### src/rtl/tail_input_cond.sv
// Input conditioner for the tail-light FSM: 2-flop sync, per-channel debounce,
// left/right/hazard priority resolution and a tick divider (built when TAILCOND_TICK_EN is defined).
module tail_input_cond #(
   parameter int DEB_CYCLES = 4,
   parameter int TICK_DIV   = 8
) (
   input  logic clk,
   input  logic reset,
   input  logic raw_left,
   input  logic raw_right,
   input  logic raw_hazard,
   output logic left,
   output logic right,
   output logic hazards,
   output logic tick
);

   localparam int CW = (DEB_CYCLES > 1) ? $clog2(DEB_CYCLES) : 1;
   localparam logic [CW-1:0] CNT_MAX = CW'(DEB_CYCLES - 1);

   // Channel index: 0 = left, 1 = right, 2 = hazard.
   logic [2:0]    raw;
   logic [2:0]    s1;
   logic [2:0]    s2;
   logic [2:0]    st;
   logic [CW-1:0] cnt [3];

   assign raw = {raw_hazard, raw_right, raw_left};

   always_ff @(posedge clk or posedge reset) begin
      if (reset) begin
         s1 <= '0;
         s2 <= '0;
      end else begin
         s1 <= raw;
         s2 <= s1;
      end
   end

   // Any disagreement between s2 and st restarts from zero on a bounce;
   // only DEB_CYCLES consecutive disagreeing samples move st.
   always_ff @(posedge clk or posedge reset) begin
      if (reset) begin
         st <= '0;
         for (int i = 0; i < 3; i++) begin
            cnt[i] <= '0;
         end
      end else begin
         for (int i = 0; i < 3; i++) begin
            if (s2[i] == st[i]) begin
               cnt[i] <= '0;
            end else if (cnt[i] == CNT_MAX) begin
               st[i]  <= s2[i];
               cnt[i] <= '0;
            end else begin
               cnt[i] <= cnt[i] + CW'(1);
            end
         end
      end
   end

   assign hazards = st[2] | (st[0] & st[1]);
   assign left    = st[0] & ~st[1] & ~st[2];
   assign right   = st[1] & ~st[0] & ~st[2];

`ifdef TAILCOND_TICK_EN
   localparam int DW = $clog2(TICK_DIV);
   localparam logic [DW-1:0] DIV_MAX = DW'(TICK_DIV - 1);

   logic [DW-1:0] div;

   always_ff @(posedge clk or posedge reset) begin
      if (reset) begin
         div  <= '0;
         tick <= 1'b0;
      end else if (div == DIV_MAX) begin
         div  <= '0;
         tick <= 1'b1;
      end else begin
         div  <= div + DW'(1);
         tick <= 1'b0;
      end
   end
`else
   // Fast simulation mode: the FSM steps every clock; TICK_DIV has no effect.
   assign tick = 1'b1 | (TICK_DIV < 2);
`endif

endmodule
### config.mk
export PLATFORM = sky130hd
export DESIGN_NAME = tail_input_cond
export DESIGN_NICKNAME = d
export VERILOG_FILES = /design/src/rtl/tail_input_cond.sv
export SDC_FILE = /design/constraint.sdc
export NUM_CORES = 1
export LEC_CHECK = 0
export CORE_AREA = 2 2 39 41
export CTS_BUF_LIST = sky130_fd_sc_hd__clkbuf_8
export DETAILED_ROUTE_END_ITERATION = 12
export DIE_AREA = 0 0 41 43
export GPL_TIMING_DRIVEN = 0
export PLACE_DENSITY = 0.65
export SETUP_SLACK_MARGIN = 0.5
export SLEW_MARGIN = 20
export SYNTH_ARGS = -nofsm -noshare
export SYNTH_HDL_FRONTEND = slang
export SYNTH_SLANG_ARGS = --single-unit
### constraint.sdc
create_clock -name clk -period 1.4 [get_ports clk]
set_clock_uncertainty 0.05 [all_clocks]
set_input_delay 0.14 -clock clk [delete_from_list [all_inputs] [get_ports clk]]
set_output_delay 0.14 -clock clk [all_outputs]
set_load 0.05 [all_outputs]
; Word-level counts from Yosys, hierarchy flattened
; Index checks and enable logic that the tools add are counted.
[word_totals]
word_cells = 38
input_bits = 5
reg_bits = 15
[classes]
addsub = 3
muxes = 6
bitwise = 12
n_reduce_logical = 3
eq_ne = 6
[op_table]
columns = op, count
row1 = 2-to-1 mux 2 bit, 6
row2 = "adder 2 x 1 -> 2 bit, second input constant", 3
row3 = "== test 2 bit, second input constant", 3
row4 = NOT 1 bit, 6
row5 = AND reduction 2 bit, 3
row6 = AND 1 bit, 5
row7 = == test 1 bit, 3
row8 = OR 1 bit, 1

; Longest topological paths before layout
[depth]
ltp_word = 3
ltp_mapped = 2
depth_no_buf = 2

; Least setup slack after synthesis
; No wires, ideal clock.
[synth_timing]
kind = flip-flop to output port
start = register st[2]
end = output port left
arrival_ps = 1584
stages_incl_launch_ff = 2
setup_slack_ps = -374
required_time_ps = 1210
cell_sequence = dfrtp_1 nor3b_1
[synth_between]
elab_chain_len = 2
[synth_rtl]
columns = element, line_no
row1 = start: declaration, 25  ; logic [2:0] st;
row2 = start signal: indexed assignment, 53  ; st[i] <= s2[i];
row3 = NOT 1 bit, 63  ; assign left = st[0] & ~st[1] & ~st[2];
row4 = AND 1 bit, 63
row5 = end: declaration, 12  ; output logic left,
; Every way passes these cells.

; Final worst setup path
; Ends and elaborated chain as after synthesis.

==> impl_metrics.tcl <==
set metrics [dict create \
    time_the_worst_path_needs_with_i_o_delays_and_setup_ps 1270 \
    worst_path_max_delay_cell "sky130_fd_sc_hd__dfrtp_2" \
    placement.io_buffers 7 \
    critical_path.endpoint_type "output port" \
    synthXorXnorAreaFrac_pct 4.67 \
    synth_simple_gate_area_share_pct 11.8 \
    reg2reg_to "st[0]" \
    pwr-share-clk_pct 16.3 \
    synthCells 36 \
    tritoncts "done" \
    worstMarginPinSlew_ps 528 \
    final-hold-violation-count 0 \
    detail-route-antenna-nets 0 \
    routabilityCongestion 0.616 \
    ctsLongestPathBuffers 2 \
    die_w_um 41 \
    status "finished clean" \
    seq_area_frac_synth_pct 66.7 \
    tritoncts.num_buffers 3 \
    clk_pin_slew_worst_paths_ps 50 \
    final.setup.tns_ps 0 \
    cp.required_ps 1210 \
    finalMaxSlewViolations 0 \
    finalNetCount 65 \
    vdd_ir_drop_max_v 0.00101 \
    synth_compound_area_share_pct 1.56 \
    maxSlewHeadroom_pct 64.7 \
    fp-row-count 14 \
    syn-num-nets 44 \
    slowest_delay_ps 450 \
    yosys_warnings 0 \
    antennaDiodeCount 0 \
    global_route.overflow_total 0 \
    synth.mux.area_fraction_pct 6.00 \
    number_of_antenna_violations_at_the_first_check_in_global_routing 0 \
    worstRegToRegCells 2 \
    power_report.internal_total_mw 1.31 \
    ys_ff_latch 15 \
    fmax_mhz 789 \
    pwr-share-seq_pct 35.4 \
    top_area_cell_type_share_of_the_netlist_area_pct 66.7 \
    die_y_um 43 \
    reg2reg_from "cnt[5]" \
    global_route.usage.total_pct 13.8 \
    boundaryPins 9 \
    finalSetupViolCount 0 \
    totalWireLength_um 880 \
    drt_pass1_iterations 1 \
    detail_route.wl_per_cell_um 12.2 \
    worst_ep_arrival_time_ps 1080 \
    cp-start-kind "flip-flop" \
    timing.final.crit_share_pct 90.5 \
    cp_cell_sequence "nor3b_4 > buf_6" \
    post-place-ws_ps -300 \
    cts_htree_levels 1 \
    floorplan.core_area_sq_mm 0.00138 \
    final_instance_area_sq_um 877 \
    synthToLayoutAreaGrowth_pct 55.8 \
    cellLeakagePower_nw 0.403 \
    clock_tree_root_driver_cell "sky130_fd_sc_hd__clkbuf_8" \
    route.detailed.drc 0 \
    initial_standard_cell_utilization_of_the_core_pct 40.7 \
    synth_top_family_by_area "simple AND/OR/NAND/NOR gates" \
    synthesis.area_per_instance_sq_um 15.6 \
    netlist-cell-type-count 15 \
    worstSkewPairLatency_ps 240 \
    via_count_of_the_first_global_routing_pass 353 \
    combPwrFrac_pct 48.4 \
    synth.cell_area_sq_um 563 \
    grt_setup_unrepaired "true" \
    worstHoldPathType "in2async" \
    power_density_mw_per_mm2 2250 \
    cap_viol_max_count 0 \
    critical_path_peak_fanout 4 \
    dr_vias_cell 4.46 \
    mostFrequentLayoutCells "sky130_fd_sc_hd__dfrtp_1 (12), sky130_fd_sc_hd__buf_4 (7), sky130_fd_sc_hd__buf_6 (6), sky130_fd_sc_hd__clkdlybuf4s50_1 (4)" \
    postPlaceCellArea_sq_um 696 \
    timing.reg2reg.setup_slack_ps 340 \
    netSwitchingPower_mw 0.665 \
    grt_max_degree 16 \
    grt_first_pass_wirelength_um 1540 \
    worst_setup_path_startpoint "st[2]" \
    fraction_of_layout_instances_using_a_drive_strength_above_1_pct 60.7 \
    synthDominantAreaCellType "sky130_fd_sc_hd__dfrtp_1" \
    setup_slack_ps 133 \
    power.switching_fraction_pct 33.7 \
    post_synthesis_share_of_cell_area_spent_on_full_adders_half_adders_and_majority_gates_pct 6.67 \
    most_common_cell_after_layout_fill_and_taps_aside "sky130_fd_sc_hd__dfrtp_1" \
    dr.first_iter.drc_count 0 \
    post_synth_main_area_contributors "sky130_fd_sc_hd__dfrtp_1 (67%), sky130_fd_sc_hd__ha_1 (6.7%), sky130_fd_sc_hd__mux2_1 (4.0%), sky130_fd_sc_hd__nor3_2 (3.6%), sky130_fd_sc_hd__xnor2_1 (3.1%)" \
    detailroute.via_count 321 \
    die_area_sq_mm 0.00176 \
    clock_sinks 15 \
    type_of_the_worst_setup_path "reg2out" \
]
-- power by group through the flow --
stage / Clock (mW) / Combinational [mW] / Sequential [mW]
4_1_cts: 0.340 / 0.901 / 0.694
3_3_place_gp: 0 / 0.568 / 0.701
6_report: 0.321 / 0.955 / 0.698
5_1_grt: 0.364 / 1.03 / 0.714
3_5_place_dp: 0 / 0.598 / 0.722
2_1_floorplan: 0 / 0.466 / 0.686
-- synth_stat cells (all sizes together) --
| cell | instances |
|---|---|
| nor3b | 3 |
| mux2 | 3 |
| and2 | 1 |
| ha | 3 |
| nor3 | 2 |
| dfrtp | 15 |
| conb | 1 |
| inv | 1 |
| xor2 | 1 |
| xnor2 | 2 |
| nor2b | 2 |
| buf | 1 |
| a21o | 1 |
-- through the flow --
stage	hold WS (ps)	util, %	power (mW)	cells
2_1_floorplan	-8.59	-	1.15	36
3_3_place_gp	282	50.3	1.27	59
3_5_place_dp	288	50.3	1.32	59
4_1_cts	197	61.3	1.93	71
5_1_grt	260	63.4	2.11	72
6_report	190	63.4	1.97	72
-- how the worst max path moves through the flow --
stage                        to  cells past startpoint
after CTS                 right                      2
after global placement    right                      2
after detailed placement   left                      2
after global routing       left                      2
after floorplan            left                      1
final                      left                      2
-- sequential cells by signal (all words and copies together) (netlist names) --
| signal | count |
|---|---|
| s1 | 3 |
| s2 | 3 |
| cnt | 6 |
| st | 3 |
-- timing repair --
item,4_1_cts,5_1_grt
hold endpoints to repair,0,0
pin swaps,2,6
hold buffers,0,0
endpoints found under the setup margin,12,12
setup buffers,8,1
gates resized for setup,29,4
-- worst max-delay path: cells and delay by family, from the launching register on --
kind	cells	cell delay [ps]
and+or+nand+nor	1	210
buffers and inverters	1	180
DFF	1	450
-- cells by family after synthesis --
group | Yosys count
muxes | 3
and+or+nand+nor | 8
adders and majority gates | 3
other | 1
DFF | 15
xor gates and xnor gates | 3
AOI/OAI and AO/OA | 1
buffers and inverters | 2
-- metal layers --
| layer | global-route usage [%] | up-vias | part of all wire, % |
|---|---|---|---|
| met4 | 8.00 | 0 | 0 |
| met3 | 3.14 | 0 | 3.8 |
| li1 | - | 158 | - |
| met5 | 0 | - | 0 |
| met2 | 20.6 | 8 | 55 |
| met1 | 17.6 | 155 | 41 |
-- cell type report --
type,instances,area [sq um]
clock inverter,1,3.75
sequential,15,379
inverter,1,3.75
timing repair buffer,16,153
buffer,1,7.51
multi-input combinational,19,269
fill,106,507
clock buffer,3,41.3
tap,16,20.0
(Power assumes the default switching activity.)
